==> config.mk <==
export PLATFORM = sky130hd
export DESIGN_NAME = updown_count_decoder
export DESIGN_NICKNAME = d
export VERILOG_FILES = /design/src/rtl/updown_decode_pkg.sv /design/src/rtl/count_step_classify.sv /design/src/rtl/updown_count_decoder.sv
export SDC_FILE = /design/constraint.sdc
export NUM_CORES = 1
export LEC_CHECK = 0
export ABC_AREA = 1
export BUFFER_PORTS_ARGS = -buffer_cell sky130_fd_sc_hd__buf_2
export CAP_MARGIN = 30
export CELL_PAD_IN_SITES_DETAIL_PLACEMENT = 1
export CELL_PAD_IN_SITES_GLOBAL_PLACEMENT = 1
export CORE_MARGIN = 3
export CORE_UTILIZATION = 45
export CTS_BUF_LIST = sky130_fd_sc_hd__clkbuf_4
export DETAILED_ROUTE_END_ITERATION = 8
export PLACE_DENSITY = 0.84
export SLEW_MARGIN = 30
export SYNTH_ARGS = -nofsm -noshare
export SYNTH_HDL_FRONTEND = slang
export SYNTH_SLANG_ARGS = --single-unit
==> constraint.sdc <==
create_clock -name clk -period 3.9 [get_ports clk]
set_input_delay 0.39 -clock clk [delete_from_list [all_inputs] [get_ports clk]]
set_output_delay 0.39 -clock clk [all_outputs]
set_load 0.01 [all_outputs]
==> src/rtl/updown_decode_pkg.sv <==
// Shared types and constants for the up/down count decoder.
// Covers FSM states, step classes and the modular step deltas.
package updown_decode_pkg;

    typedef enum logic [1:0] {S_INIT, S_ACQ, S_UP, S_DOWN} state_t;
    typedef enum logic [1:0] {STEP_HOLD, STEP_UP, STEP_DOWN, STEP_ILLEGAL} step_t;

    // Modular difference between consecutive samples for a single up or down step.
    function automatic logic [31:0] DELTA_UP(input int width);
        return (width > 0) ? 32'd1 : 32'd0;
    endfunction

    function automatic logic [31:0] DELTA_DOWN(input int width);
        return (32'd1 << width) - 32'd1;
    endfunction

endpackage

==> src/rtl/count_step_classify.sv <==
// Combinational classification of one count transition (prev -> count_in).
// Also flags whether that transition crosses the max/0 boundary.
module count_step_classify
    import updown_decode_pkg::*;
#(
    parameter int WIDTH = 4
) (
    input  logic [WIDTH-1:0] prev,
    input  logic [WIDTH-1:0] count_in,
    output step_t            step,
    output logic             wrap_q
);
    localparam logic [WIDTH-1:0] D_UP   = WIDTH'(DELTA_UP(WIDTH));
    localparam logic [WIDTH-1:0] D_DOWN = WIDTH'(DELTA_DOWN(WIDTH));
    localparam logic [WIDTH-1:0] MAX    = '1;

    logic [WIDTH-1:0] delta;

    always_comb begin
        delta = count_in - prev;
        step  = STEP_ILLEGAL;
        if (delta == '0)
            step = STEP_HOLD;
        else if (delta == D_UP)
            step = STEP_UP;
        else if (delta == D_DOWN)
            step = STEP_DOWN;
        wrap_q = ((step == STEP_UP) && (prev == MAX)) ||
                 ((step == STEP_DOWN) && (prev == '0));
    end

endmodule

==> src/rtl/updown_count_decoder.sv <==
// Passive monitor on an up/down counter bus: decodes direction and run length,
// and flags wrap, reversal, stall and illegal jumps (err is sticky until rst).
module updown_count_decoder
    import updown_decode_pkg::*;
#(
    parameter int WIDTH      = 4,
    parameter int HOLD_LIMIT = 8,
    parameter int RUN_W      = 8
) (
    input  logic             clk,
    input  logic             rst,
    input  logic [WIDTH-1:0] count_in,
    output logic             dir_up,
    output logic             dir_valid,
    output logic             dir_change,
    output logic             wrap,
    output logic             stall,
    output logic             err,
    output logic [RUN_W-1:0] step_cnt
);
    localparam int               HOLD_W   = $clog2(HOLD_LIMIT + 1);
    localparam logic [HOLD_W-1:0] HOLD_MAX = HOLD_W'(HOLD_LIMIT);
    localparam logic [RUN_W-1:0]  RUN_MAX  = '1;

    state_t            state;
    logic [WIDTH-1:0]  prev;
    logic [HOLD_W-1:0] hold_cnt;
    logic [HOLD_W-1:0] hold_nxt;
    logic [RUN_W-1:0]  run_inc;
    step_t             step;
    logic              wrap_q;
    logic              step_up;
    logic              same_dir;

    count_step_classify #(.WIDTH(WIDTH)) u_classify (
        .prev     (prev),
        .count_in (count_in),
        .step     (step),
        .wrap_q   (wrap_q)
    );

    assign hold_nxt = (hold_cnt == HOLD_MAX) ? hold_cnt : hold_cnt + HOLD_W'(1);
    assign run_inc  = (step_cnt == RUN_MAX) ? step_cnt : step_cnt + RUN_W'(1);
    assign step_up  = (step == STEP_UP);
    assign same_dir = ((state == S_UP) == step_up);

    always_ff @(posedge clk) begin
        if (rst) begin
            state      <= S_INIT;
            prev       <= '0;
            hold_cnt   <= '0;
            dir_up     <= 1'b0;
            dir_valid  <= 1'b0;
            dir_change <= 1'b0;
            wrap       <= 1'b0;
            stall      <= 1'b0;
            err        <= 1'b0;
            step_cnt   <= '0;
        end else begin
            prev       <= count_in;
            dir_change <= 1'b0;
            wrap       <= 1'b0;
            if (state == S_INIT) begin
                // First sample after reset only seeds prev; nothing is classified.
                state <= S_ACQ;
            end else begin
                wrap <= wrap_q;
                if (step == STEP_HOLD) begin
                    hold_cnt <= hold_nxt;
                    stall    <= (hold_nxt == HOLD_MAX);
                end else begin
                    hold_cnt <= '0;
                    stall    <= 1'b0;
                end

                case (step)
                    STEP_UP, STEP_DOWN: begin
                        if (state == S_ACQ) begin
                            state     <= step_up ? S_UP : S_DOWN;
                            dir_up    <= step_up;
                            dir_valid <= 1'b1;
                            step_cnt  <= RUN_W'(1);
                        end else if (same_dir) begin
                            step_cnt <= run_inc;
                        end else begin
                            state      <= step_up ? S_UP : S_DOWN;
                            dir_up     <= step_up;
                            dir_change <= 1'b1;
                            step_cnt   <= RUN_W'(1);
                        end
                    end
                    STEP_ILLEGAL: begin
                        // Resync: drop direction, decode again from the new sample.
                        err       <= 1'b1;
                        dir_valid <= 1'b0;
                        step_cnt  <= '0;
                        state     <= S_ACQ;
                    end
                    default: ;
                endcase
            end
        end
    end

endmodule

## Yosys cells after proc, flatten, opt, wreduce, memory -nomap -nowiden

Index checks and enable logic that the tools add are counted.

- Memories: 0
- Memory bits (writable): 0
- Input port bits: 6
- Flip-flop bits (word level): 24
- Output and inout bits: 14
- ROM bits: 0
- Bits in latches: 0

- Reduce and logical (&&, ||, !) cells: 18
- Eq/ne operators: 17
- Order comparisons: 0
- Div/mod/pow operators: 0
- Bitwise operators: 2
- Add/sub/neg operators: 3
- Shifts and indexed selects: 0
- Mux-type cells: 20
- $mul: 0

Operators with widths:

| cell | number |
|---|---|
| $mux 8 | 3 |
| $eq 4x4->1 const B | 4 |
| $pmux 8 s2 | 1 |
| $reduce_and 3->1 | 3 |
| $add 8x1->8 const B | 1 |
| $eq 8x8->1 const B | 1 |
| $logic_not 4->1 | 2 |
| $mux 1 | 8 |
| $mux 2 | 4 |
| $mux 4 | 2 |
| $ne 4x4->1 const B | 2 |
| $eq 2x2->1 const B | 3 |
| $reduce_and 2->1 | 3 |
| $add 4x1->4 const B | 1 |
| $eq 2x1->1 const B | 2 |
| $eq 4x1->1 const B | 1 |
| $logic_not 2->1 | 2 |
| $pmux 2 s2 | 1 |
| $reduce_or 2->1 | 2 |
| $reduce_or 4->1 | 1 |
| $sub 4x4->4 | 1 |
| $ne 3x3->1 const B | 1 |
| $reduce_bool 3->1 | 1 |
| $logic_and 1x1->1 | 2 |
| other kinds (7) | 8 |

## Longest topological paths before layout

Gate-level depths: netlist of the first run.

- Depth after elaboration: 11
- Mapped depth: 21

## Cells and area by module

Synthesis of the first run repeated with hierarchy kept, for this count alone.

- Cell total of the unflattened synthesis: 239
- Area, all modules: 1562.7 µm²

Modules (own cells, without submodules):

| module | sequential area each (µm²) | times used | area each (µm²) | cells an instance |
|---|---|---|---|---|
| updown_count_decoder | 480.5 | 1 | 1351.3 | 200 |
| count_step_classify | 0.0 | 1 | 211.5 | 39 |

## Worst setup path before layout of the first run

Ideal clock, no wire load.

- Path kind: input -> register
- Start: in count_in[0]
- End: reg step_cnt[6]
- Stages on the path: 20
- Arrival time: 2.562 ns
- Data required time: 3.836 ns
- Path slack: 1.275 ns
- Path through: inv_1 > ha_1 > fa_1 > xor2_1 > inv_1 > nor2_1 > nand3_1 > nand2_1 > inv_1 > ha_1 > inv_1 > nand3_1 > nand3_2 > nor2_2 > nand2_2 > buf_6 > nand3_1 > nand2_1 > inv_1 > nor2_1

- Cells in the longest elaborated chain, start to end: 10

Ends and longest elaborated chain:

| element | line | text |
|---|---|---|
| start: declaration | updown_count_decoder.sv:12 | `input logic [WIDTH-1:0] count_in,` |
| $sub 4x4->4 (*) | count_step_classify.sv:20 | `delta = count_in - prev;` |
| $eq 4x4->1 | count_step_classify.sv:26 | `else if (delta == D_DOWN)` |
| $mux 1 | count_step_classify.sv:26 |  |
| $mux 2 | count_step_classify.sv:24 | `else if (delta == D_UP)` |
| $mux 2 (*) | count_step_classify.sv:22 | `if (delta == '0)` |
| $eq 2x1->1 (*) | updown_count_decoder.sv:44 | `assign step_up = (step == STEP_UP);` |
| net step_up | updown_count_decoder.sv:32 | `logic step_up;` |
| $eq 1x1->1 | updown_count_decoder.sv:45 | `assign same_dir = ((state == S_UP) == step_up);` |
| $mux 8 | updown_count_decoder.sv:83 | `end else if (same_dir) begin` |
| $mux 8 | updown_count_decoder.sv:78 | `if (state == S_ACQ) begin` |
| $pmux 8 s2 | updown_count_decoder.sv:76 | `case (step)` |
| end signal: assignment | updown_count_decoder.sv:84 | `step_cnt <= run_inc;` |
| end: declaration | updown_count_decoder.sv:19 | `output logic [RUN_W-1:0] step_cnt` |

Mark *: on every way through the listed nets, which the timed path passes. The rest lies on a longest branch.
A chain may end at the register's enable or synchronous reset.

## Worst setup path after layout of the first run

- Start: reg prev[0]
- End: reg step_cnt[3]

- Cells in the longest elaborated chain, start to end: 10

Ends and longest elaborated chain:

| element | line | text |
|---|---|---|
| start: declaration | updown_count_decoder.sv:26 | `logic [WIDTH-1:0] prev;` |
| start signal: assignment | updown_count_decoder.sv:60 | `prev <= count_in;` |
| $sub 4x4->4 (*) | count_step_classify.sv:20 |  |
| $eq 4x4->1 | count_step_classify.sv:26 |  |
| $mux 1 | count_step_classify.sv:26 |  |
| $mux 2 | count_step_classify.sv:24 |  |
| $mux 2 (*) | count_step_classify.sv:22 |  |
| $eq 2x1->1 (*) | updown_count_decoder.sv:44 |  |
| net step_up | updown_count_decoder.sv:32 |  |
| $eq 1x1->1 | updown_count_decoder.sv:45 |  |
| $mux 8 | updown_count_decoder.sv:83 |  |
| $mux 8 | updown_count_decoder.sv:78 |  |
| $pmux 8 s2 | updown_count_decoder.sv:76 |  |

Marked as above.

==> impl_metrics.py, run 1 <==
metrics = {
    "clock_tree": {
        "htreeDepth": 1,
        "clock_latency_ns": 0.33,
        "ctsResizeCount": 0,
        "cts_max_path_buffers": 2,
        "postCtsSetupBuffers": 0,
        "cts_buffers": 3,
        "root_buffer": "clkbuf_4",
        "path_clk_slew_ns": 0.14,
        "cts_hold_buf": 0,
        "cts_tree": "yes",
        "clkSinkCount": 24,
    },
    "yosys": {
        "yosys-top-cells-count": "49 x nand2_1, 34 x inv_1, 30 x nor2_1",
        "synth_xor_area_share_pct": 3.66,
        "ys_types": 25,
        "netlist_area_um2": 1440,
        "async_flop_share_pct": 0,
        "synth_most_common_cell": "nand2_1",
        "synthDominantCellAreaShare_pct": 33.4,
        "synth_ff_type": "dfxtp_1",
        "yosysSeqAreaShare_pct": 33.4,
        "synthSimpleGateAreaFrac_pct": 33.6,
        "synth.top_cells.by_area": "dfxtp_1 33%, nand2_1 13%, ha_1 9.6%",
        "synth_compound_area_share_pct": 7.06,
        "syn-num-nets": 229,
        "synth-seq-cells": 24,
        "yosys.area.top_type": "dfxtp_1",
        "synthMuxAreaShare_pct": 0,
        "ys_warn_count": 0,
        "avgSynthCellArea_um2": 6.81,
        "synth_top_family_by_area": "simple AND/OR/NAND/NOR gates",
        "synth_edf_count": 0,
        "syn_inst": 211,
        "synthAdderAreaFrac_pct": 11.0,
    },
    "timing": {
        "finClkSkew_ns": 0.00594,
        "period_share_pct": 75.1,
        "finalHoldViolations": 0,
        "setup_violations": 0,
        "worst_slack_ns": 0.973,
        "slew_headroom_pct": 59.5,
        "min_period_ns": 2.93,
        "maxSlewViolCount": 0,
        "timing.fmax_mhz": 342,
        "rsz0062_at_grt": "false",
        "tightest_slew_ns": 0.605,
        "finalSetupTns_ns": 0,
    },
    "die": {
        "die_h_um": 62.5,
        "core_area_um2": 2900,
        "ios": 20,
        "dieWidth_um": 62.5,
        "row_count": 19,
        "start_util_pct": 49.5,
        "die-area_um2": 3910,
    },
    "setup_path": {
        "start_kind": "register",
        "cp-end-kind": "register",
        "worstPathRequired_ns": 4.17,
        "path_cells": "ha_1, fa_1, xor2_1, inv_1, nor2_1, nand3_1, nand2_1, inv_1, ha_1, inv_1, nand3_1, nand3_2, nor2_2, nand2_2, nand3_1, nand2_1, inv_1, nor2_1",
        "r2r_setup_slack_ns": 0.97,
        "critPathSlowestCell": "fa_1",
        "cp_max_fo": 14,
        "slowest_delay_ns": 0.39,
        "arrival_ns": 3.20,
        "path_class": "register to register",
        "cp_common_cell": "inv_1",
    },
    "drt": {
        "wl_per_cell_um": 12.5,
        "vias": 1354,
        "met1_length_mm": 1.53,
        "viasPerCell": 4.98,
        "wl_met2_mm": 1.74,
        "highest_layer": "met4",
        "wl_met3_um": 94,
        "drtPass1Iterations": 4,
        "wl_mm": 3.41,
        "ant_nets": 0,
        "route.detailed.drc": 0,
        "drt-initial-drc-count": 66,
    },
    "placed_design": {
        "numPortBuffers": 19,
        "gp_congestion": 0.763,
        "dp_hpwl_mm": 2.76,
        "post-place-ws_ns": 0.743,
    },
    "pwr": {
        "vdd_drop_max_mv": 0.217,
        "leakage_uw": 0.000787,
        "powerDensity_nw_per_um2": 427,
        "total_power_uw": 686,
    },
    "flow_run": {
        "cap_violations": 0,
    },
    "layout": {
        "layout.nets": 249,
        "drive_gt1_share_pct": 13.0,
        "syn2layout_area_growth_pct": 11.8,
        "antenna_cells": 0,
        "nFillCells": 409,
    },
    "run_status": {
        "status": "finished, final reports clean",
    },
    "worst_hold_path": {
        "hp-class": "input port to register",
    },
    "grt": {
        "grt_pass1_wl_mm": 6.20,
        "grt_pass1_vias": 1448,
        "antenna_found_initial": 0,
        "grt_use_total_pct": 19.1,
        "grt_max_degree": 16,
        "gr-total-overflow": 0,
    },
}
[critical path, delay by kind of cell, from the launching register on]
kind / cells / cell delay, ns
flops: 1 / 0.36
fa+ha+maj: 3 / 0.83
xor+xnor: 1 / 0.24
simple gates: 10 / 1.16
buf+inv: 4 / 0.28
[layout make-up]
type	instances	area [um2]	area share, %
inverters	34	128	7.95
clock inverters	1	30.0	1.87
repair buffers	19	95.1	5.92
well taps	42	52.6	3.27
clock buffers	3	22.5	1.40
flip-flops and latches	24	480	29.9
multi-input cells	149	797	49.6
[cells in the final DEF (no fill, tap or decap), types with 2 or more instances in the layout]
cell	n
nand2_1	49
inv_1	34
nor2_1	29
dfxtp_1	24
nand3_1	23
buf_2	19
ha_1	11
a21oi_1	10
xor2_1	5
o21ai_0	4
nand2_2	3
nor2_2	3
clkbuf_4	3
nor3_1	2
[power by group]
group / internal, uW / total [uW] / leakage [uW] / switching, uW
combinational: 73.8 / 214 / 0.000563 / 140
sequential: 266 / 285 / 0.000196 / 19.2
clock: 104 / 187 / 0.0000279 / 82.8
total: 444 / 686 / 0.000787 / 242
[final timing paths]
path | to | from | cells after the start
setup / recovery | step_cnt[3]$_SDFFE_PP0P_ | prev[0]$_SDFF_PP0_ | 18
hold / removal | prev[2]$_SDFF_PP0_ | count_in[2] | 3
setup reg to reg | step_cnt[3]$_SDFFE_PP0P_ | prev[0]$_SDFF_PP0_ | 18
hold reg to reg | err$_SDFFE_PP0P_ | err$_SDFFE_PP0P_ | 2
[per-layer routing]
metal,vias to the layer above,track usage (%)
li1,697,-
met1,633,21.4
met2,20,36.2
met3,4,3.24
met4,0,6.06
met5,-,0
[registers in the layout, summed over array words and instances (netlist names), 2 cells and up]
register,flops
state,2
prev,4
step_cnt,8
hold_cnt,4
[kinds of logic (layout without fill, tap and decap cells)]
kind of cell | after synthesis | count (layout)
simple gates | 113 | 113
fa+ha+maj | 12 | 12
compound gates | 18 | 18
flops | 24 | 24
buf+inv | 38 | 57
xor+xnor | 6 | 6
[stage by stage]
step           hold slack [ns]  cell area, um2  utilization, %  instances
2_1_floorplan            0.459            1440               -        211
3_3_place_gp             0.442            1550            53.5        268
3_5_place_dp             0.460            1550            53.5        268
4_1_cts                  0.270            1600            55.3        272
5_1_grt                  0.285            1610            55.3        272
6_report                 0.261            1610            55.3        272
(Power assumes the default switching activity.)
==> run 2: changes to the inputs <==
--- a/config.mk
+++ b/config.mk
@@ -11,10 +11,10 @@
 export CELL_PAD_IN_SITES_DETAIL_PLACEMENT = 1
 export CELL_PAD_IN_SITES_GLOBAL_PLACEMENT = 1
 export CORE_MARGIN = 3
-export CORE_UTILIZATION = 45
+export CORE_UTILIZATION = 42
 export CTS_BUF_LIST = sky130_fd_sc_hd__clkbuf_4
 export DETAILED_ROUTE_END_ITERATION = 8
-export PLACE_DENSITY = 0.84
+export PLACE_DENSITY = 0.79
 export SLEW_MARGIN = 30
 export SYNTH_ARGS = -nofsm -noshare
 export SYNTH_HDL_FRONTEND = slang
==> constraint.sdc (replaced) <==
create_clock -name clk -period 3 [get_ports clk]
set_input_delay 0.3 -clock clk [delete_from_list [all_inputs] [get_ports clk]]
set_output_delay 0.3 -clock clk [all_outputs]
set_load 0.01 [all_outputs]
==> impl_metrics.py, run 2 (synthesis results as in run 1) <==
metrics = {
    "run_status": {
        "status": "finished, final reports clean",
    },
    "drt": {
        "vias": 1369,
        "drtPass1Iterations": 4,
        "viasPerCell": 4.98,
        "route.detailed.drc": 0,
        "wl_per_cell_um": 12.6,
        "ant_nets": 0,
        "wl_mm": 3.46,
        "drt-initial-drc-count": 77,
    },
    "die": {
        "start_util_pct": 45.6,
        "dieWidth_um": 64.5,
        "die-area_um2": 4160,
        "die_h_um": 64.5,
        "row_count": 20,
        "ios": 20,
        "core_area_um2": 3150,
    },
    "pwr": {
        "total_power_uw": 821,
        "p_seq_share_pct": 45.3,
        "swShare_pct": 38.9,
        "clkPwrFrac_pct": 17.7,
        "switchingPower_uw": 319,
        "powerDensity_nw_per_um2": 504,
        "intPower_uw": 502,
        "leakage_uw": 0.000796,
        "vdd_drop_max_mv": 0.197,
        "combPwrFrac_pct": 37.0,
    },
    "worst_hold_path": {
        "hold_end": "prev[2]$_SDFF_PP0_",
        "whs_path_depth": 3,
        "hp-class": "input port to register",
        "worstHoldStart": "count_in[2]",
    },
    "clock_tree": {
        "cts_tree": "yes",
        "htreeDepth": 1,
        "path_clk_slew_ns": 0.14,
        "root_buffer": "clkbuf_4",
        "cts_hold_buf": 0,
        "cts_max_path_buffers": 2,
        "cts_buffers": 3,
        "clkSinkCount": 24,
        "clock_latency_ns": 0.31,
    },
    "layout": {
        "final_cell_mix": "48 x nand2_1, 34 x inv_1, 29 x nor2_1",
        "top_register": "step_cnt",
        "largestRegisters": "step_cnt: 8 flops, hold_cnt: 4 flops, prev: 4 flops",
        "syn2layout_area_growth_pct": 13.4,
        "layout.nets": 251,
        "drive_gt1_share_pct": 15.2,
        "layout_commonest_cell": "nand2_1",
        "antenna_cells": 0,
        "nFillCells": 448,
        "largest_reg_flops": 8,
    },
    "setup_path": {
        "cp_max_fo": 7,
        "r2r_cells": 16,
        "cp-end-kind": "register",
        "arrival_ns": 2.99,
        "start_kind": "register",
        "worstPathRequired_ns": 3.26,
        "timing.rr.end": "step_cnt[5]$_SDFFE_PP0P_",
        "path_class": "register to register",
        "r2r_setup_slack_ns": 0.28,
        "reg2reg_from": "prev[0]$_SDFF_PP0_",
    },
    "placed_design": {
        "post-place-ws_ns": 0.0587,
        "gp_congestion": 0.746,
        "dp_hpwl_mm": 2.69,
        "numPortBuffers": 19,
    },
    "flow_run": {
        "cap_violations": 0,
    },
    "timing": {
        "period_share_pct": 90.8,
        "timing.fmax_mhz": 367,
        "finalHoldViolations": 0,
        "min_period_ns": 2.72,
        "tightest_slew_ns": 0.587,
        "slew_headroom_pct": 60.7,
        "setup_violations": 0,
        "finClkSkew_ns": 0.00534,
        "worst_slack_ns": 0.277,
        "maxSlewViolCount": 0,
        "whs_ns": 0.189,
    },
    "grt": {
        "grt_use_total_pct": 18.0,
        "grt_pass1_vias": 1437,
        "grt_max_degree": 16,
        "antenna_found_initial": 0,
        "gr-total-overflow": 0,
        "grt_pass1_wl_mm": 6.07,
    },
}
-- run 2: layer usage --
metal	vias to the layer above	part of all wire, %	track usage [%]
met4	0	0.55	5.28
met5	-	0	0
met1	648	44	20.5
li1	702	-	-
met3	2	2.5	2.25
met2	17	53	34.7
-- run 2: repair_timing --
action,in CTS,in global routing
endpoints found under the hold margin,0,0
endpoints found under the setup margin,0,9
resized for setup,0,10
buffers inserted,0,1
-- run 2: layout make-up --
class | instances | area, um2 | share of cell area (%)
repair buffers | 20 | 103 | 6.30
multi-input cells | 150 | 840 | 51.5
clock buffers | 3 | 22.5 | 1.38
well taps | 44 | 55.1 | 3.38
flip-flops and latches | 24 | 482 | 29.6
inverters | 34 | 128 | 7.83
-- run 2: through the flow --
step	utilization, %	TNS (ns)	instance area, um2	cells
floorplan	-	0	1440	211
global placement	49.2	0	1550	270
detailed placement	49.2	0	1550	270
CTS	50.0	0	1580	273
global route	51.7	-0.141	1630	275
finish	51.7	0	1630	275
-- run 2: worst max path at each step --
stage,from,to,depth (start not counted)
finish,prev[0]$_SDFF_PP0_,step_cnt[5]$_SDFFE_PP0P_,16
floorplan,count_in[0],step_cnt[6]$_SDFFE_PP0P_,20
global route,prev[0]$_SDFF_PP0_,step_cnt[5]$_SDFFE_PP0P_,16
CTS,prev[0]$_SDFF_PP0_,step_cnt[5]$_SDFFE_PP0P_,18
global placement,count_in[0],step_cnt[6]$_SDFFE_PP0P_,20
detailed placement,count_in[0],step_cnt[6]$_SDFFE_PP0P_,20
-- run 2: power groups by stage --
stage          Combinational (uW)  Clock, uW  Sequential, uW
6_report                      304        145             372
5_1_grt                       348        167             376
4_1_cts                       276        149             373
3_5_place_dp                  274          0             380
3_3_place_gp                  262          0             377
2_1_floorplan                 198          0             384
-- run 2: critical path, cell delays in order (launching register included) --
cell,delay [ns]
dfxtp_1,0.35
ha_1,0.21
fa_1,0.41
xor2_2,0.18
inv_1,0.05
nor2_1,0.13
nand2_1,0.12
inv_1,0.12
ha_1,0.20
inv_1,0.07
nand3_1,0.15
nand3_4,0.13
nor2_4,0.16
nand2_2,0.14
nand3_1,0.10
nand2_1,0.06
nor2_1,0.11
==> run 3: changes to the inputs <==
--- a/config.mk
+++ b/config.mk
@@ -11,10 +11,11 @@
 export CELL_PAD_IN_SITES_DETAIL_PLACEMENT = 1
 export CELL_PAD_IN_SITES_GLOBAL_PLACEMENT = 1
 export CORE_MARGIN = 3
-export CORE_UTILIZATION = 42
+export CORE_UTILIZATION = 35
 export CTS_BUF_LIST = sky130_fd_sc_hd__clkbuf_4
 export DETAILED_ROUTE_END_ITERATION = 8
-export PLACE_DENSITY = 0.79
+export PLACE_DENSITY = 0.67
+export RECOVER_POWER = 25
 export SLEW_MARGIN = 30
 export SYNTH_ARGS = -nofsm -noshare
 export SYNTH_HDL_FRONTEND = slang
==> impl_metrics.py, run 3 (synthesis results as in run 1) <==
metrics = {
    "drt": {
        "ant_nets": 0,
        "wl_per_cell_um": 12.1,
        "viasPerCell": 4.88,
        "wl_mm": 3.38,
        "drtPass1Iterations": 4,
        "route.detailed.drc": 0,
        "drt-initial-drc-count": 20,
        "vias": 1362,
    },
    "clock_tree": {
        "htreeDepth": 1,
        "clkSinkCount": 24,
        "root_buffer": "clkbuf_4",
        "cts_buffers": 3,
        "clock_latency_ns": 0.32,
        "path_clk_slew_ns": 0.12,
        "cts_max_path_buffers": 2,
        "cts_tree": "yes",
        "cts_hold_buf": 0,
    },
    "layout": {
        "top_register": "step_cnt",
        "largestRegisters": "step_cnt: 8 flops, hold_cnt: 4 flops, prev: 4 flops",
        "largest_reg_flops": 8,
        "layout_commonest_cell": "nand2_1",
        "antenna_cells": 0,
        "register_area_um2": 480,
        "layout.nets": 251,
        "nFillCells": 517,
        "finish.instance_area_um2": 1620,
        "multi_input_area_um2": 830,
        "final_cell_mix": "49 x nand2_1, 33 x inv_1, 29 x nor2_1",
        "drive_gt1_share_pct": 12.6,
        "syn2layout_area_growth_pct": 13.0,
        "utilization_pct": 42.7,
    },
    "grt": {
        "gr-total-overflow": 0,
        "antenna_found_initial": 0,
        "grt_use_total_pct": 14.5,
        "grt_max_degree": 16,
        "grt_pass1_wl_mm": 5.91,
        "grt_pass1_vias": 1398,
    },
    "timing": {
        "maxSlewViolCount": 0,
        "period_share_pct": 90.9,
        "slew_headroom_pct": 59.6,
        "whs_ns": 0.203,
        "finClkSkew_ns": 0.0118,
        "setup_violations": 0,
        "finalHoldViolations": 0,
        "min_period_ns": 2.73,
        "tightest_slew_ns": 0.603,
        "timing.fmax_mhz": 367,
    },
    "pwr": {
        "vdd_drop_max_mv": 0.146,
        "intPower_uw": 500,
        "powerDensity_nw_per_um2": 501,
        "swShare_pct": 38.6,
        "combPwrFrac_pct": 36.5,
        "p_seq_share_pct": 45.7,
        "total_power_uw": 814,
        "clkPwrFrac_pct": 17.8,
        "leakage_uw": 0.000773,
        "switchingPower_uw": 314,
    },
    "die": {
        "core_area_um2": 3800,
        "die_h_um": 70.1,
        "dieWidth_um": 70.1,
        "row_count": 22,
        "die-area_um2": 4910,
        "start_util_pct": 37.8,
        "ios": 20,
    },
    "worst_hold_path": {
        "worstHoldStart": "count_in[3]",
        "hp-class": "input port to register",
    },
    "placed_design": {
        "gp_congestion": 0.800,
        "dp_hpwl_mm": 2.73,
        "numPortBuffers": 19,
        "place_area_um2": 1560,
    },
    "setup_path": {
        "reg2reg_from": "prev[0]$_SDFF_PP0_",
        "cp-end-kind": "register",
        "arrival_ns": 2.98,
        "worstPathRequired_ns": 3.25,
        "cp_max_fo": 14,
        "path_class": "register to register",
        "startpoint": "prev[0]$_SDFF_PP0_",
        "start_kind": "register",
    },
    "flow_run": {
        "cap_violations": 0,
    },
    "run_status": {
        "status": "finished, final reports clean",
    },
}
run 3: what timing repair did:
item | 4_1_cts | 5_1_grt
setup buffers | 0 | 1
gates resized for setup | 0 | 8
endpoints found under the setup margin | 0 | 7
run 3: worst paths after layout:
| path | slack (ns) | depth (start not counted) | to |
|---|---|---|---|
| max | 0.27 | 18 | step_cnt[0]$_SDFFE_PP0P_ |
| min reg2reg | 0.48 | 2 | stall$_SDFFE_PP0N_ |
| min | 0.20 | 3 | prev[3]$_SDFF_PP0_ |
| max reg2reg | 0.27 | 18 | step_cnt[0]$_SDFFE_PP0P_ |
run 3: layer usage:
| layer | global-route usage, % | wire, um | up-vias | share of wire [%] |
|---|---|---|---|---|
| met3 | 2.30 | 99 | 4 | 2.9 |
| met5 | 0 | 0 | - | 0 |
| met4 | 5.74 | 40 | 0 | 1.2 |
| met1 | 16.6 | 1520 | 642 | 45 |
| li1 | - | - | 698 | - |
| met2 | 26.4 | 1720 | 18 | 51 |
run 3: layout make-up:
class                   instances  share of cell area [%]
inverters                      34                    7.86
flip-flops and latches         24                    29.6
clock buffers                   3                    1.39
repair buffers                 21                    6.32
well taps                      48                    3.70
multi-input cells             149                    51.1
run 3: stage by stage:
stage,setup slack [ns],setup TNS [ns],std cells
after floorplan,0.465,0,211
after global placement,0.192,0,274
after detailed placement,-0.00837,-0.0112,274
after CTS,0.0781,0,277
after global routing,-0.00233,-0.00233,279
final,0.274,0,279
run 3: power groups by stage:
stage	clock [uW]	sequential [uW]	combinational, uW
final	145	372	297
after global routing	166	377	338
after CTS	155	372	280
after detailed placement	0	379	279
after global placement	0	376	265
after floorplan	0	384	198
run 3: worst max-delay path, stage by stage (launching register included):
cell and delay, ns:
dfxtp_1 0.35, ha_1 0.21, fa_1 0.41, xor2_2 0.16, inv_1 0.05, nor2_1 0.13, nand3_1 0.09, nand2_1 0.11
inv_1 0.09, ha_2 0.21, inv_1 0.08, nand3_1 0.11, nand3_2 0.17, nor2_4 0.06, nand2_4 0.15, nand2_1 0.09
nand2_1 0.07, nand2_1 0.05, nor2_1 0.10
